`config.mk`:
```
export PLATFORM = sky130hd
export DESIGN_NAME = max11100_sampler
export DESIGN_NICKNAME = d
export VERILOG_FILES = /design/src/rtl/max11100_sampler.sv
export SDC_FILE = /design/constraint.sdc
export NUM_CORES = 1
export LEC_CHECK = 0
export ABC_AREA = 1
export CORE_ASPECT_RATIO = 1.25
export CORE_MARGIN = 3
export CORE_UTILIZATION = 56
export DETAILED_ROUTE_END_ITERATION = 8
export GPL_ROUTABILITY_DRIVEN = 1
export PLACE_DENSITY = 0.8
export SYNTH_ARGS = -nofsm -noshare
export SYNTH_HDL_FRONTEND = slang
export SYNTH_SLANG_ARGS = --single-unit
```
`constraint.sdc`:
```
create_clock -name clk -period 2.3 [get_ports clk]
set_clock_uncertainty 0.15 [all_clocks]
set_input_delay 0.23 -clock clk [delete_from_list [all_inputs] [get_ports clk]]
set_output_delay 0.23 -clock clk [all_outputs]
set_load 0.03 [all_outputs]
```
`src/rtl/max11100_sampler.sv`:
```
// Periodic conversion scheduler for the max11100 ADC: triggers conversions on a
// programmable period, averages 2^AVG_LOG2 results and streams them out valid/ready.
module max11100_sampler #(
    parameter int PERIOD_W       = 16,
    parameter int AVG_LOG2       = 2,
    parameter int TIMEOUT_CYCLES = 1024
) (
    input  logic                clk,
    input  logic                resetn,
    input  logic                enable,
    input  logic [PERIOD_W-1:0] period,
    output logic                adc_trigger,
    input  logic [15:0]         adc_data,
    input  logic                adc_data_ready,
    output logic [15:0]         sample_data,
    output logic                sample_valid,
    input  logic                sample_ready,
    output logic                busy,
    output logic                overrun,
    output logic                timeout_err,
    input  logic                clear_err
);

    localparam int ACC_W = 16 + AVG_LOG2;
    localparam int CNT_W = AVG_LOG2 + 1;
    localparam int TO_W  = $clog2(TIMEOUT_CYCLES + 1);
    localparam logic [CNT_W-1:0] CNT_FULL = CNT_W'(1 << AVG_LOG2);
    // The trigger cycle counts toward the budget, so WAIT aborts one count early.
    localparam logic [TO_W-1:0]  TO_LAST  = TO_W'(TIMEOUT_CYCLES - 2);

    typedef enum logic [1:0] {IDLE, TRIG, WAIT, DONE} state_t;

    state_t              state_reg, state_next;
    logic [PERIOD_W-1:0] timer_reg, timer_next;
    logic                tick;
    logic                dr_q;
    logic                dr_rise;
    logic [ACC_W-1:0]    acc_reg, acc_next;
    logic [CNT_W-1:0]    count_reg, count_next;
    logic [TO_W-1:0]     to_cnt_reg, to_cnt_next;
    logic [15:0]         data_reg, data_next;
    logic                valid_reg, valid_next;
    logic                overrun_reg, overrun_next;
    logic                timeout_reg, timeout_next;
    logic                transfer;
    logic                overrun_set;
    logic                timeout_set;

    assign dr_rise = adc_data_ready & ~dr_q;

    // Countdown timer: zero while disabled, so the first enabled cycle ticks.
    always_comb begin
        tick       = enable && (timer_reg == '0);
        timer_next = timer_reg;
        if (!enable) begin
            timer_next = '0;
        end else if (tick) begin
            timer_next = (period == '0) ? '0 : period - PERIOD_W'(1);
        end else begin
            timer_next = timer_reg - PERIOD_W'(1);
        end
    end

    always_comb begin
        state_next   = state_reg;
        acc_next     = acc_reg;
        count_next   = count_reg;
        to_cnt_next  = to_cnt_reg;
        data_next    = data_reg;
        valid_next   = valid_reg;
        overrun_set  = 1'b0;
        timeout_set  = 1'b0;
        adc_trigger  = 1'b0;
        transfer     = valid_reg & sample_ready;

        if (transfer) begin
            valid_next = 1'b0;
        end
        if (tick && state_reg != IDLE) begin
            overrun_set = 1'b1;
        end

        case (state_reg)
            IDLE: begin
                if (!enable) begin
                    acc_next   = '0;
                    count_next = '0;
                end
                if (tick) begin
                    state_next = TRIG;
                end
            end
            TRIG: begin
                adc_trigger = 1'b1;
                to_cnt_next = '0;
                state_next  = WAIT;
            end
            WAIT: begin
                if (dr_rise) begin
                    acc_next   = acc_reg + ACC_W'(adc_data);
                    count_next = count_reg + CNT_W'(1);
                    state_next = ((count_reg + CNT_W'(1)) == CNT_FULL) ? DONE : IDLE;
                end else if (to_cnt_reg == TO_LAST) begin
                    timeout_set = 1'b1;
                    acc_next    = '0;
                    count_next  = '0;
                    state_next  = IDLE;
                end else begin
                    to_cnt_next = to_cnt_reg + TO_W'(1);
                end
            end
            DONE: begin
                data_next  = acc_reg[AVG_LOG2 +: 16];
                valid_next = 1'b1;
                if (valid_reg && !transfer) begin
                    overrun_set = 1'b1;
                end
                acc_next   = '0;
                count_next = '0;
                state_next = IDLE;
            end
            default: begin
                state_next = IDLE;
            end
        endcase

        // Set beats clear when both land in the same cycle.
        overrun_next = overrun_set | (overrun_reg & ~clear_err);
        timeout_next = timeout_set | (timeout_reg & ~clear_err);
    end

    always_ff @(posedge clk or negedge resetn) begin
        if (!resetn) begin
            state_reg   <= IDLE;
            timer_reg   <= '0;
            dr_q        <= 1'b0;
            acc_reg     <= '0;
            count_reg   <= '0;
            to_cnt_reg  <= '0;
            data_reg    <= '0;
            valid_reg   <= 1'b0;
            overrun_reg <= 1'b0;
            timeout_reg <= 1'b0;
        end else begin
            state_reg   <= state_next;
            timer_reg   <= timer_next;
            dr_q        <= adc_data_ready;
            acc_reg     <= acc_next;
            count_reg   <= count_next;
            to_cnt_reg  <= to_cnt_next;
            data_reg    <= data_next;
            valid_reg   <= valid_next;
            overrun_reg <= overrun_next;
            timeout_reg <= timeout_next;
        end
    end

    assign sample_data  = data_reg;
    assign sample_valid = valid_reg;
    assign busy         = (state_reg != IDLE);
    assign overrun      = overrun_reg;
    assign timeout_err  = timeout_reg;

endmodule

```
* Word-level counts from Yosys, hierarchy flattened
Index checks and enable logic that the tools add are counted.
** Cells by class
- Bitwise logic cells :: 8
- Add/sub/neg operators :: 5
- Reduce and logical (&&, ||, !) cells :: 14
- Eq/ne operators :: 10
- Mux-type cells :: 28
** Operator list (count)
- $mux 18 :: 3
- $pmux 18 s3 :: 1
- $mux 16 :: 3
- $logic_not 16->1 :: 2
- $sub 16x1->16 const B :: 2
- $mux 11 :: 2
- $pmux 11 s2 :: 1
- $add 18x16->18 :: 1
- $add 11x1->11 const B :: 1
- $eq 11x10->1 const B :: 1
- $mux 1 :: 9
- $mux 3 :: 3
- $pmux 3 s3 :: 1
- $mux 2 :: 4
- $ne 2x2->1 const B :: 4
- $pmux 2 s4 :: 1
- $reduce_and 3->1 :: 2
- $reduce_bool 2->1 :: 3
- $and 1x1->1 :: 4
- $eq 2x2->1 const B :: 2
- $add 3x1->3 const B :: 1
- $eq 3x3->1 const B :: 1
- $logic_and 1x1->1 :: 3
- $ne 3x3->1 const B :: 1
- other kinds (7) :: 9
** Word-level totals
- Word-level logic and storage cells :: 75
- Bits in registers :: 70
- Output and inout port bits :: 21
- Bits of input ports :: 38

* Longest topological paths before layout
Gate-level depths: netlist of run 1.
- Depth in word-level cells :: 7
- Mapped depth :: 13
- Depth with buffers taken out :: 13

* Worst setup path after synthesis of run 1
OpenSTA, ideal clock, no wires.
- Path type :: flip-flop to flip-flop
- Start :: register acc_reg[0]
- End :: register acc_reg[14]
- Clock period less this slack :: 1.881 ns
- Cell stages (with the launch flop) :: 12
- Library setup time :: 0.119 ns
- Slack :: 0.419 ns
- Buffers on the path :: 0
- Data required time :: 2.031 ns
- Arrival time :: 1.613 ns
- Cells stage by stage :: dfrtp_1 -> ha_1 -> inv_1 -> fa_1 -> o21ai_1 -> nand2_1 -> nand2_1 -> nand3_1 -> nand2_1 -> nand2_1 -> nand3_1 -> nand2_1
** Between the ends
- Word-level cells in the longest chain between the ends :: 3
** Ends and longest elaborated chain
- start, declared :: line 38 : logic [ACC_W-1:0] acc_reg, acc_next;
- start signal, assigned :: line 148 : acc_reg <= acc_next;
- $add 18x16->18 :: line 100 : acc_next = acc_reg + ACC_W'(adc_data);
- $mux 18 :: line 99 : if (dr_rise) begin
- $pmux 18 s3 :: line 83 : case (state_reg)
No other way between the ends.
A chain may end at the register's enable or synchronous reset.

* Worst setup path after layout of run 1
- Start :: register state_reg[1]
- End :: output port busy
** Between the ends
- Word-level cells in the longest chain between the ends :: 1
** Ends and longest elaborated chain
- start, declared :: line 33 : state_t state_reg, state_next;
- start signal, assigned :: line 145 : state_reg <= state_next;
- $reduce_bool 2->1 :: line 160 : assign busy = (state_reg != IDLE);
- end, declared :: line 18 : output logic busy,
No other way between the ends.

==> results.yml, run 1 <==
logic_synthesis:
  synth_compound_area_share_pct: 11.9
  yosys.area_share.xor_xnor_pct: 5.19
  yosysSeqAreaShare_pct: 37.0
  synth.distinct_cells: 44
  synth-simple-area-share_pct: 30.0
  netlist.area_leader.share_pct: 37.0
  synth-main-ff-cell: "dfrtp_1"
  netlist_instances: 617
  synth_top_family_by_area: "simple AND/OR/NAND/NOR gates"
  async_flop_share_pct: 100
  synth_mux_area_share_pct: 1.91
  ys_top_cells_by_area: "dfrtp_1 (37%), nand2_1 (12%), ha_1 (6.4%)"
  synth_edf_count: 0
  synth-seq-cells: 70
  syn_area_per_cell_um2: 7.66
  synthAdderAreaFrac_pct: 6.77
  synth_top_cell_by_area: "dfrtp_1"
  netlist_area_um2: 4730
  ys_warn_count: 0
  syn-num-nets: 680
power_and_ir_drop:
  powerDensity_nw_per_um2: 1030
  p_sw_mw: 2.61
  ir_worst_vdd_mv: 0.676
  seqPwrFrac_pct: 31.6
  power_frac_comb_pct: 50.5
  clockPowerShare_pct: 17.9
  leakagePower_nw: 2.78
  p_int_mw: 3.22
  sw_frac_of_total_pct: 44.8
route:
  first_iter_violations: 190
  firstDrtPassIters: 5
  wl_um: 11100
  vias: 4351
  wl_per_cell_um: 14.0
  viasPerCell: 5.49
  ant_nets: 0
  drc: 0
cells_and_area:
  largest_reg_flops: 18
  final_nets: 756
  area_growth_pct: 20.1
  design_area_um2: 5680
  fill_cells: 676
  ff_latch_area_um2: 1750
  diodes: 0
  multi_input_area_um2: 2640
  stdcell_count: 793
  drive_gt1_share_pct: 11.7
clocking:
  cts_tree: "built"
  clock_sinks: 70
  clock_latency_ns: 0.36
  h-tree-depth: 3
  ctsRootBufferMaster: "clkbuf_8"
  postCtsHoldBufs: 1
  cts-resized-gates: 0
  clock_path_buffers: 2
  postCtsSetupBuffers: 0
  cts_made_buffers: 9
  clkSlewWorstSetupHoldPaths_ns: 0.09
timing:
  timing.hold.ws_ns: 0.0620
  hold_viol: 0
  rsz0062_at_grt: "no"
  setup_viol: 0
  max_freq_mhz: 474
  drv_slew: 0
  slew_headroom_pct: 61.0
  post-route-period-util_pct: 91.7
  timing.final.crit_period_ns: 2.11
  worstMarginPinSlew_ns: 0.584
setup_path:
  r2r_start: "to_cnt_reg[0]"
  cp.arrival_ns: 1.73
  crit_fanout: 5
  startpoint: "state_reg[1]"
  crit_required_ns: 1.92
  start_kind: "flip-flop"
  worstSetupPathType: "reg2out"
  worstSetupEndpointType: "output pin"
place:
  io_buffers: 58
  gp_congestion: 0.922
  hpwl_um: 8700
  postPlaceCellArea_um2: 5460
  place_inst: 776
die:
  die_x_um: 88.2
  fp.coreArea_um2: 8020
  initial_utilization_pct: 59.0
  io_pins: 59
  die_h_um: 109
  dieArea_um2: 9590
  rows: 36
global_route:
  track_usage_pct: 25.1
  grt_pass1_wl_um: 18900
  grt_max_degree: 36
  grt_overflow: 0
  antenna_found_initial: 0
  first_global_vias: 4318
hold_path:
  min_path_type: "in2async"
run:
  maxCapViolCount: 0
run_status:
  status: "complete, no violations"
## cells by family after synthesis
family          Yosys count
fa+ha+maj                25
flops                    70
xor+xnor                 28
compound gates           94
simple gates            310
mux                       8
buf+inv                  82
## layout make-up
type / instances / area share [%]
clock buffer: 9 / 2.18
timing repair buffer: 73 / 12.2
tap: 95 / 2.09
clock inverter: 7 / 1.45
multi-input combinational: 465 / 46.4
inverter: 74 / 4.89
sequential: 70 / 30.8
## worst max-delay path: stages, from the launching register on
cell	delay, ns
dfrtp_1	0.44
nor2_1	0.20
inv_1	0.12
clkdlybuf4s50_1	0.61
## routing by layer
metal / track usage (%) / up-vias / share of wire, %
met5: 0 / - / 0
met4: 9.83 / 0 / 3.3
met3: 4.76 / 31 / 3.4
met2: 44.9 / 111 / 52
met1: 29.2 / 2043 / 41
li1: - / 2166 / -
## per-stage QoR
step / utilization (%) / power [mW] / setup WS, ns / TNS, ns
2_1_floorplan: - / 3.90 / 0.419 / 0
3_3_place_gp: 68.1 / 4.69 / 0.0241 / 0
3_5_place_dp: 68.1 / 4.78 / -0.0462 / -0.134
4_1_cts: 70.8 / 5.84 / 0.196 / 0
5_1_grt: 70.8 / 6.28 / 0.0665 / 0
6_report: 70.8 / 5.83 / 0.192 / 0
## synth_stat cells, types with 4 or more instances
| library cell | n |
|---|---|
| a211oi_2 | 4 |
| a21oi_1 | 33 |
| buf_6 | 4 |
| dfrtp_1 | 70 |
| ha_1 | 24 |
| inv_1 | 63 |
| inv_2 | 9 |
| mux2_2 | 8 |
| nand2_1 | 157 |
| nand2_2 | 5 |
| nand3_1 | 36 |
| nand4_1 | 8 |
| nor2_1 | 70 |
| nor2_2 | 7 |
| nor3_1 | 8 |
| o21ai_0 | 33 |
| o21ai_1 | 8 |
| o22ai_1 | 5 |
| xnor2_1 | 13 |
| xor2_1 | 15 |
## power by group through the flow
stage                     Clock, mW  Sequential (mW)  Combinational (mW)
after floorplan                   0             2.07                1.83
after detailed placement          0             1.86                2.92
after global placement            0             1.84                2.85
after global routing           1.12             1.88                3.27
final                          1.05             1.84                2.94
after CTS                      1.06             1.84                2.94
## path summary, 6_finish.rpt
check / endpoint / slack [ns] / cells past startpoint
worst max register to register: acc_reg[1] / 0.28 / 10
worst min register to register: timer_reg[0] / 0.33 / 1
worst min-delay path: timer_reg[13] / 0.06 / 2
worst max-delay path: busy / 0.19 / 3
max in group asynchronous: sample_data[11] / 1.29 / 3
min in group clk: dr_q / 0.18 / 1
## placed cells by master (no fill, tap or decap), types with 3 or more instances in the layout
cell / n
nand4_1: 8
o31ai_1: 3
nand3_1: 36
xor2_1: 15
ha_1: 24
buf_4: 14
mux2_2: 8
clkdlybuf4s50_1: 57
inv_2: 9
nor3_1: 8
nor2_1: 70
nand3b_1: 3
o21ai_1: 8
a21oi_1: 33
xnor2_1: 13
o21ai_0: 33
clkbuf_8: 9
dfrtp_1: 70
nand2_2: 5
o22ai_1: 5
o22ai_2: 3
a211oi_2: 4
nor2_2: 7
nand2_1: 157
inv_1: 63
Power figures use the tool's default switching activity.
==> run 2, diff against run 1 <==
--- a/config.mk
+++ b/config.mk
@@ -6,12 +6,15 @@
 export NUM_CORES = 1
 export LEC_CHECK = 0
 export ABC_AREA = 1
+export ABC_CLOCK_PERIOD_IN_PS = 2300
+export CELL_PAD_IN_SITES_DETAIL_PLACEMENT = 1
+export CELL_PAD_IN_SITES_GLOBAL_PLACEMENT = 1
 export CORE_ASPECT_RATIO = 1.25
 export CORE_MARGIN = 3
-export CORE_UTILIZATION = 56
+export CORE_UTILIZATION = 41
 export DETAILED_ROUTE_END_ITERATION = 8
 export GPL_ROUTABILITY_DRIVEN = 1
-export PLACE_DENSITY = 0.8
+export PLACE_DENSITY_LB_ADDON = 0.1
 export SYNTH_ARGS = -nofsm -noshare
 export SYNTH_HDL_FRONTEND = slang
 export SYNTH_SLANG_ARGS = --single-unit
==> results.yml, run 2 (synthesized netlist as in run 1, its figures left out) <==
run_status:
  status: "complete, no violations"
cells_and_area:
  final_nets: 756
  fin_util_pct: 52.2
  final_common_cell: "nand2_1"
  stdcell_count: 833
  area_growth_pct: 23.7
  design_area_um2: 5850
  drive_gt1_share_pct: 11.7
  layout_common_cells: "nand2_1 (157), nor2_1 (70), dfrtp_1 (70)"
  largest_reg_flops: 18
  diodes: 0
timing:
  max_freq_mhz: 459
  finalSetupTns_ns: 0
  timing.final.crit_period_ns: 2.18
  worstMarginPinSlew_ns: 0.664
  hold_viol: 0
  drv_slew: 0
  slew_headroom_pct: 55.6
  rsz0062_at_grt: "no"
  post-route-period-util_pct: 94.7
  setup_viol: 0
place:
  postPlaceCellArea_um2: 5540
  gp_congestion: 0.844
  hpwl_um: 10400
  io_buffers: 58
  place_inst: 816
run:
  maxCapViolCount: 0
clocking:
  ctsRootBufferMaster: "clkbuf_16"
  clock_sinks: 70
  clkSlewWorstSetupHoldPaths_ns: 0.06
  clock_latency_ns: 0.34
  cts_made_buffers: 9
  cts_tree: "built"
  clock_path_buffers: 2
  cts-resized-gates: 0
  h-tree-depth: 3
die:
  io_pins: 59
  die_x_um: 102
  initial_utilization_pct: 42.3
  die_h_um: 126
  dieArea_um2: 12900
  fp.coreArea_um2: 11200
  rows: 43
hold_path:
  min_path_type: "in2reg"
  hold_depth: 1
setup_path:
  worstSetupPathType: "reg2out"
  max_stage_delay_ns: 0.74
  slowest_stage: "clkdlybuf4s50_1"
  worstPathBufferInverterCount: 1
  cp_top_family: "buffers and inverters"
  timing.reg2reg.worst_path_depth: 11
  start_kind: "flip-flop"
  worstSetupEndpointType: "output pin"
  path_cells: "nor2_1 > clkdlybuf4s50_1"
  cp.arrival_ns: 1.80
  crit_required_ns: 1.92
  critical_path_depth: 2
  crit_fanout: 5
global_route:
  antenna_found_initial: 0
  grt_max_degree: 25
  grt_pass1_wl_um: 22600
  first_global_vias: 4889
  track_usage_pct: 22.1
  grt_overflow: 0
route:
  first_iter_violations: 122
  vias: 4398
  firstDrtPassIters: 4
  drc: 0
  wl_per_cell_um: 16.0
  viasPerCell: 5.28
  wl_um: 13300
  ant_nets: 0
power_and_ir_drop:
  leakagePower_nw: 2.83
  power_mw: 6.26
  powerDensity_nw_per_um2: 1070
  ir_worst_vdd_mv: 0.512
-- run 2: cell count changes in the layout (fill, tap and decap cells not counted) --
cell / change
clkinv_4: -2
clkbuf_16: +9
inv_6: +1
clkbuf_8: -9
buf_12: +2
inv_8: -1
clkinv_2: +2
buf_4: -2
-- run 2: layer usage --
metal | vias up | share of wire [%] | global-route usage (%)
li1 | 2162 | - | -
met1 | 2153 | 39 | 24.1
met2 | 55 | 56 | 41.4
met3 | 28 | 1.9 | 3.05
met4 | 0 | 2.6 | 9.27
met5 | - | 0 | 0
-- run 2: per-stage QoR --
| stage | hold slack (ns) | setup slack (ns) |
|---|---|---|
| 6_report | 0.211 | 0.122 |
| 5_1_grt | 0.219 | 0.0328 |
| 4_1_cts | 0.206 | 0.0875 |
| 3_5_place_dp | 0.104 | -0.0888 |
| 3_3_place_gp | 0.103 | -0.0475 |
| 2_1_floorplan | -0.216 | 0.419 |
-- run 2: final cells by class --
| cell class | instances | area, um^2 |
|---|---|---|
| fillers | 1400 | 5340 |
| multi-input cells | 465 | 2640 |
| flip-flops and latches | 70 | 1750 |
| repair buffers | 73 | 716 |
| inverters | 74 | 278 |
| clock buffers | 9 | 225 |
| well taps | 135 | 169 |
| clock inverters | 7 | 72.6 |
-- run 2: what timing repair did --
action | 4_1_cts | 5_1_grt
endpoints found under the hold margin | 18 | 0
hold buffers | 1 | 0
setup buffers | 0 | 0
-- run 2: final timing paths --
kind / slack (ns) / startpoint / to
max: 0.12 / state_reg[1] / adc_trigger
min: 0.21 / adc_data_ready / dr_q
max reg2reg: 0.22 / to_cnt_reg[0] / acc_reg[11]
min reg2reg: 0.33 / count_reg[0] / count_reg[0]
max in group asynchronous: 1.00 / resetn / state_reg[0]
min in group asynchronous: 0.27 / resetn / sample_data[5]
-- run 2: power by group --
group / switching, mW / leakage (nW) / internal, mW / total (mW)
registers: 0.279 / 0.950 / 1.58 / 1.86
logic: 1.86 / 1.74 / 1.13 / 2.99
clock network: 0.572 / 0.142 / 0.843 / 1.41
total: 2.71 / 2.83 / 3.55 / 6.26
